### src/rtl/prng_lfsr_packer.sv
`default_nettype none
// ============================================================================
// Module      : prng_lfsr_packer
// Description : Reseedable 64-bit pseudo-random generator for register wiping.
//               Narrow entropy beats are packed (first beat in the LSBs) into
//               a 64-bit seed, which is loaded into a Galois-XOR LFSR
//               (x^64+x^63+x^61+x^60+1). The output is the LFSR state after
//               a bit permutation followed by a PRINCE S-box layer.
// Ports       : clk_i          - clock, rising edge
//               rst_i          - synchronous active-high reset
//               lfsr_en_i      - advance the LFSR one step
//               ent_valid_i    - entropy beat valid (always accepted)
//               ent_i          - entropy beat
//               seed_valid_o   - one-cycle pulse, seed loaded at this edge
//               seed_o         - packed seed (zero when not valid)
//               state_raw_o    - raw LFSR state
//               state_o        - permuted + S-boxed state
// Revision    : 1.0 - initial release
// ============================================================================
module prng_lfsr_packer #(
    parameter int               Width        = 64,
    parameter int               EntropyWidth = 32,
    parameter logic [63:0]      DefaultSeed  = 64'h0123_4567_89AB_CDEF,
    parameter logic [64*6-1:0]  StatePerm    = {
        6'd63, 6'd62, 6'd61, 6'd60, 6'd59, 6'd58, 6'd57, 6'd56,
        6'd55, 6'd54, 6'd53, 6'd52, 6'd51, 6'd50, 6'd49, 6'd48,
        6'd47, 6'd46, 6'd45, 6'd44, 6'd43, 6'd42, 6'd41, 6'd40,
        6'd39, 6'd38, 6'd37, 6'd36, 6'd35, 6'd34, 6'd33, 6'd32,
        6'd31, 6'd30, 6'd29, 6'd28, 6'd27, 6'd26, 6'd25, 6'd24,
        6'd23, 6'd22, 6'd21, 6'd20, 6'd19, 6'd18, 6'd17, 6'd16,
        6'd15, 6'd14, 6'd13, 6'd12, 6'd11, 6'd10, 6'd9,  6'd8,
        6'd7,  6'd6,  6'd5,  6'd4,  6'd3,  6'd2,  6'd1,  6'd0}
) (
    input  logic                    clk_i,
    input  logic                    rst_i,
    input  logic                    lfsr_en_i,
    input  logic                    ent_valid_i,
    input  logic [EntropyWidth-1:0] ent_i,
    output logic                    seed_valid_o,
    output logic [Width-1:0]        seed_o,
    output logic [Width-1:0]        state_raw_o,
    output logic [Width-1:0]        state_o
);

    localparam int          Beats = Width / EntropyWidth;
    localparam int          CntW  = (Beats > 1) ? $clog2(Beats) : 1;
    localparam logic [63:0] Taps  = 64'hD800_0000_0000_0000;

    // Every output bit must be sourced by exactly one state bit.
    function automatic bit perm_is_bijection(input logic [64*6-1:0] perm);
        logic [63:0] seen;
        seen = '0;
        for (int i = 0; i < 64; i++) begin
            seen[perm[i*6 +: 6]] = 1'b1;
        end
        return &seen;
    endfunction

    // PRINCE S-box.
    function automatic logic [3:0] sbox(input logic [3:0] x);
        logic [3:0] y;
        case (x)
            4'h0: y = 4'hB;  4'h1: y = 4'hF;  4'h2: y = 4'h3;  4'h3: y = 4'h2;
            4'h4: y = 4'hA;  4'h5: y = 4'hC;  4'h6: y = 4'h9;  4'h7: y = 4'h1;
            4'h8: y = 4'h6;  4'h9: y = 4'h7;  4'hA: y = 4'h8;  4'hB: y = 4'h0;
            4'hC: y = 4'hE;  4'hD: y = 4'h5;  4'hE: y = 4'hD;  default: y = 4'h4;
        endcase
        return y;
    endfunction

    // ------------------------------------------------------------------
    // Elaboration-time parameter checks
    // ------------------------------------------------------------------
    if (Width != 64) begin : g_bad_width
        $error("prng_lfsr_packer: only Width=64 is supported");
    end
    if ((EntropyWidth <= 0) || (Width % EntropyWidth != 0)) begin : g_bad_ew
        $error("prng_lfsr_packer: EntropyWidth must divide Width");
    end
    if (DefaultSeed == 64'h0) begin : g_bad_seed
        $error("prng_lfsr_packer: DefaultSeed must be nonzero");
    end
    if (!perm_is_bijection(StatePerm)) begin : g_bad_perm
        $error("prng_lfsr_packer: StatePerm must be a bijection");
    end

    // ------------------------------------------------------------------
    // Entropy packer
    // ------------------------------------------------------------------
    logic [CntW-1:0]  beat_cnt;
    logic [Width-1:0] pack_word;
    logic [Width-1:0] pack_merged;
    logic             last_beat;
    logic             seed_valid;
    logic [Width-1:0] seed_word;

    always_comb begin
        pack_merged = pack_word;
        pack_merged[beat_cnt*EntropyWidth +: EntropyWidth] = ent_i;
    end

    assign last_beat = ent_valid_i && (beat_cnt == CntW'(Beats - 1));

    always_ff @(posedge clk_i) begin
        if (rst_i) begin
            beat_cnt   <= '0;
            pack_word  <= '0;
            seed_valid <= 1'b0;
            seed_word  <= '0;
        end else begin
            // The seed register is only non-zero during the pulse cycle.
            seed_valid <= last_beat;
            seed_word  <= last_beat ? pack_merged : '0;
            if (last_beat) begin
                // Consumer is always ready: the packer empties right away,
                // so a beat during the pulse is beat 0 of the next word.
                beat_cnt  <= '0;
                pack_word <= '0;
            end else if (ent_valid_i) begin
                beat_cnt  <= beat_cnt + 1'b1;
                pack_word <= pack_merged;
            end
        end
    end

    assign seed_valid_o = seed_valid;
    assign seed_o       = seed_word;

    // ------------------------------------------------------------------
    // Galois LFSR
    // ------------------------------------------------------------------
    logic [Width-1:0] lfsr_state;

    always_ff @(posedge clk_i) begin
        if (rst_i) begin
            lfsr_state <= DefaultSeed;
        end else if (seed_valid) begin
            lfsr_state <= seed_word;
        end else if (lfsr_en_i) begin
            // An all-zero state (from a zero seed) would lock up forever.
            if (lfsr_state == '0) begin
                lfsr_state <= DefaultSeed;
            end else begin
                lfsr_state <= {1'b0, lfsr_state[Width-1:1]}
                            ^ ({Width{lfsr_state[0]}} & Taps);
            end
        end
    end

    assign state_raw_o = lfsr_state;

    // ------------------------------------------------------------------
    // Non-linear output: permutation then nibble-wise S-box
    // ------------------------------------------------------------------
    logic [Width-1:0] permuted;
    logic [Width-1:0] sboxed;

    always_comb begin
        permuted = '0;
        sboxed   = '0;
        for (int i = 0; i < Width; i++) begin
            permuted[i] = lfsr_state[StatePerm[i*6 +: 6]];
        end
        for (int j = 0; j < Width/4; j++) begin
            sboxed[4*j +: 4] = sbox(permuted[4*j +: 4]);
        end
    end

    assign state_o = sboxed;

endmodule
`default_nettype wire

### config.mk
export PLATFORM = sky130hd
export DESIGN_NAME = prng_lfsr_packer
export DESIGN_NICKNAME = d
export VERILOG_FILES = /design/src/rtl/prng_lfsr_packer.sv
export SDC_FILE = /design/constraint.sdc
export NUM_CORES = 1
export LEC_CHECK = 0
export ABC_AREA = 1
export CAP_MARGIN = 20
export CORE_ASPECT_RATIO = 0.7
export CORE_MARGIN = 1
export CORE_UTILIZATION = 45
export DETAILED_ROUTE_END_ITERATION = 12
export PLACE_DENSITY = 0.72
export SLEW_MARGIN = 10
export SYNTH_ARGS = -nofsm -noshare
export SYNTH_HDL_FRONTEND = slang
export SYNTH_SLANG_ARGS = --single-unit
### constraint.sdc
create_clock -name clk_i -period 2.5 [get_ports clk_i]
set_input_delay 0.5 -clock clk_i [delete_from_list [all_inputs] [get_ports clk_i]]
set_output_delay 0.5 -clock clk_i [all_outputs]
set_load 0.01 [all_outputs]
# After elaboration in Yosys (flattened, before gate mapping)
# Memory sizes are Yosys's and may differ from the RTL's. A register that Yosys moved wholly into a read port is not among the register bits.
# Index checks and enable logic that the tools add are counted.
[op_classes]
muxes = 36
shifts = 2
add_sub_neg = 2
bitwise = 2
n_reduce_logical = 5
[op_table]
columns = ["op", "count"]
rows = [
  ["$mux 64", 3],
  ["$mux 4", 32],
  ["$bwmux 64", 1],
  ["$logic_not 64->1", 1],
  ["$shift 32x34->64 const A", 1],
  ["$shiftx 32x34->64", 1],
  ["$xor 63x64->64", 1],
  ["$neg 6->34", 1],
  ["$reduce_or 2->1", 2],
  ["$reduce_bool 2->1", 1],
  ["$add 1x1->1 const B", 1],
  ["$logic_and 1x1->1", 1],
  ["$not 1->1", 1],
]
[word_totals]
out_inout_bits = 193
mem_count = 16
register_bits = 194
mem_bits_ro = 1024
[mem_list]
columns = ["memory", "words", "width", "read_ports", "rd_ports_with_merged_regs", "wr", "line_no", "source"]
rows = [
  ["(name not given)", 16, 4, 1, 1, 0, "62", "case (x)"],
  ["(name not given)", 16, 4, 1, 1, 0, "62", ""],
  ["(name not given)", 16, 4, 1, 1, 0, "62", ""],
  ["(name not given)", 16, 4, 1, 1, 0, "62", ""],
  ["(name not given)", 16, 4, 1, 1, 0, "62", ""],
  ["(name not given)", 16, 4, 1, 1, 0, "62", ""],
  ["10 more memories", "-", "-", "-", "-", "-", "-", ""],
]

# Logic depth before layout (Yosys ltp)
[depth]
ltp_word = 6
mapped_depth = 16
depth_no_buf = 15

# Worst setup path after synthesis
# No wires, ideal clock.
[synth_timing]
path_kind = "input to register"
startpoint = "input port lfsr_en_i"
endpoint = "register state_o[36] (netlist name)"
setup_ns = 0.113
arrival_ns = 2.081
stages = 14
path_buffers = 3
slack_ns = 0.306
required_time_ns = 2.387
cell_sequence = "buf_4 > nor2_4 > inv_2 > buf_4 > buf_4 > o22ai_1 > a21oi_1 > nor2_1 > inv_1 > ha_1 > inv_1 > nand2_1 > nand3_1 > nand2_1"
[synth_between]
elab_chain_len = 3
[synth_lines]
columns = ["item", "line_no", "source"]
rows = [
  ["start: declaration", "36", "input logic lfsr_en_i,"],
  ["$reduce_bool 2->1 (no source line)", "-", ""],
  ["$mux 4 (no source line) (2 in series)", "-", ""],
]
# No other way between the ends.
# A chain may end at the register's enable or synchronous reset.

# Worst setup path in the final report
[layout_timing]
startpoint = "register seed_valid, in the netlist seed_valid_o"
endpoint = "output port seed_valid_o"
[layout_rtl]
columns = ["item", "line_no", "source"]
rows = [
  ["start: declaration", "94", "logic seed_valid;"],
  ["start signal: assignment", "112", "seed_valid <= last_beat;"],
  ["end: declaration", "39", "output logic seed_valid_o,"],
]
# No word-level cell between the ends.

==> reports/results.txt <==
status: finished, final reports clean
Starting Density: 0.465
fin area: 14700 µm²
Area after DPL: 13800 µm²
Post-synth EDFFs: 0
Cells after Synth: 1525
Final period util: 0.946
cts hold-fix bufs: 0
DR vias: 10700
Post-CTS Setup Repair Bufs: 0
Worst Clk Skew: 0.0104 ns
setup TNS: 0 ns
Final ANT Viol Nets: 0
total power: 9950 µW
vias in the first global route: 9736
Mapped Nets: 1618
Relative slew margins: 0.552
WL/cell: 15.8 µm
crit path DAT: 1.86 ns
die area: 24400 µm²
Core ar.: 23000 µm²
max incr delay on CP: 0.61 ns
antenna violations before repair: 0
max layer used: met4
initial DRC count: 970
total of max-cap violations: 0
WS Path Type: reg -> out
WL met1: 15900 µm
minimum clock period: 2.36 ns
final wirelength: 33800 µm
CTS clk-pin slew, worst paths: 0.06 ns
Post-synth ARST share: 0
maximum clock rate: 0.423 GHz
Max FO, Critical Path: 39
leak pwr: 0.00725 µW
Seq/Total Area, Yosys: 0.424
top_reg_cell synth: dfxtp_1
Slew @ Worst Pin: 0.671 ns
first-pass GRT wire length: 52600 µm
share of layout cells above drive strength 1: 0.103
DR DRC count: 0
mean area per synthesized cell: 7.03 µm²
final-report hold violation count: 0
most frequent cells in the layout: nand2_1 (354), nor2_1 (228), clkdlybuf4s50_1 (227), dfxtp_1 (225), inv_1 (215)
largest net degree at the start of global routing: 65
gr usage total: 0.269
GRT overflow: 0
fin util: 0.637
Final GP Congestion: 0.931
Worst-Skew Late Latency: 0.52 ns
CTS Sinks: 227
dpl hpwl: 25300 µm
CP max-delay cell: clkdlybuf4s50_1
DR vias/cell: 5.02
Hold/Removal Path Class: reg -> reg
critical-path cell list: buf_6 > clkdlybuf4s50_1
Setup violations, final: 0
IO buf count: 228
Synth warnings: 0
area delta synth->final: 36.8%
wire length on met2: 14400 µm
Root Buffer: clkbuf_16
unrepaired setup endpoints after global routing: false
Site Rows: 46
die height: 131 µm
total CTS buffers: 24
Yosys reg bits: 227
Die W: 186 µm
H-Tree Depth: 1
CTS tree: built
Max Slew Vio Count: 0
Yosys cell types: 38
Max clock buf depth: 3
CP Capture Type: primary output
Hold Worst Slack: 0.430 ns
cell area after synthesis: 10700 µm²
Total Nets Final: 1899
drt first pass iters: 5
most common cell after layout, fill and taps aside: nand2_1
worst vdd ir: 0.561 mV
power per cell area: 679 nW/µm²
I/O Pins: 229
Data required, critical path: 2.00 ns
met3 wire len: 2880 µm
startpoint types: flip-flop
layout make-up:
| class | count | area [µm²] |
|---|---|---|
| tap | 312 | 390 |
| antenna | 1 | 2.50 |
| clock inverter | 8 | 115 |
| sequential | 227 | 4550 |
| clock buffer | 36 | 747 |
| inverter | 225 | 845 |
| multi-input combinational | 1004 | 4960 |
| fill | 2027 | 8360 |
| timing repair buffer | 324 | 3050 |
metrics by stage:
step / instances / setup WS [ns]
floorplan: 1525 / 0.306
global placement: 2092 / -0.0331
detailed placement: 2092 / -0.135
CTS: 2136 / 0.0347
global route: 2136 / 0.000686
finish: 2137 / 0.136
cell families after synthesis:
kind of cell,share of synthesized area
buf+inv,0.115
compound gates,0.103
flops,0.424
xor+xnor,0.000818
fa+ha+maj,0.0666
simple gates,0.291
Yosys cell counts, types with 17 or more instances:
master,number,share of area
a21oi_1,34,0.016
nor3_1,27,0.013
dfxtp_1,227,0.42
nor2_1,229,0.080
buf_2,17,0.0079
ha_1,57,0.067
nand3_1,97,0.045
inv_1,215,0.075
nand2_1,354,0.12
o21ai_0,94,0.044
o21ai_1,18,0.0084
clkbuf_1,25,0.0088
report_power, final:
| part | total, µW | internal, µW | switching, µW | leakage, µW |
|---|---|---|---|---|
| Clock | 3830 | 2370 | 1470 | 0.000431 |
| Combinational | 2010 | 951 | 1060 | 0.00495 |
| Sequential | 4120 | 3920 | 198 | 0.00187 |
worst max-delay path: cells and delay by family (launching register included):
| family | cells | cell delay [ns] |
|---|---|---|
| buffers and inverters | 2 | 0.93 |
| DFF | 1 | 0.41 |
timing repair:
| action | in CTS | in global routing |
|---|---|---|
| resized for setup | 0 | 2 |
| endpoints found under the hold margin | 0 | 0 |
| endpoints found under the setup margin | 0 | 2 |
path summary, 6_finish.rpt:
| path | endpoint | slack (ns) | cells after the start | startpoint |
|---|---|---|---|---|
| max | seed_valid_o | 0.14 | 2 | seed_valid_o |
| min | pack_word[63] | 0.43 | 2 | pack_word[63] |
| max reg2reg | state_o[3] | 0.20 | 16 | state_raw_o[22] |
| min reg2reg | pack_word[63] | 0.43 | 2 | pack_word[63] |
registers in the layout, summed over array words and instances, names as in the netlist:
name,count
state_raw_o,64
seed_o,64
pack_word,33
state_o,64
beat_cnt,1
seed_valid_o,1
per-layer routing:
layer  vias up  global-route usage
li1       5315                   -
met1      4913               0.388
met2       466               0.415
met3        39              0.0494
met4         0              0.0565
met5         -                   0
(Power assumes the default switching activity.)
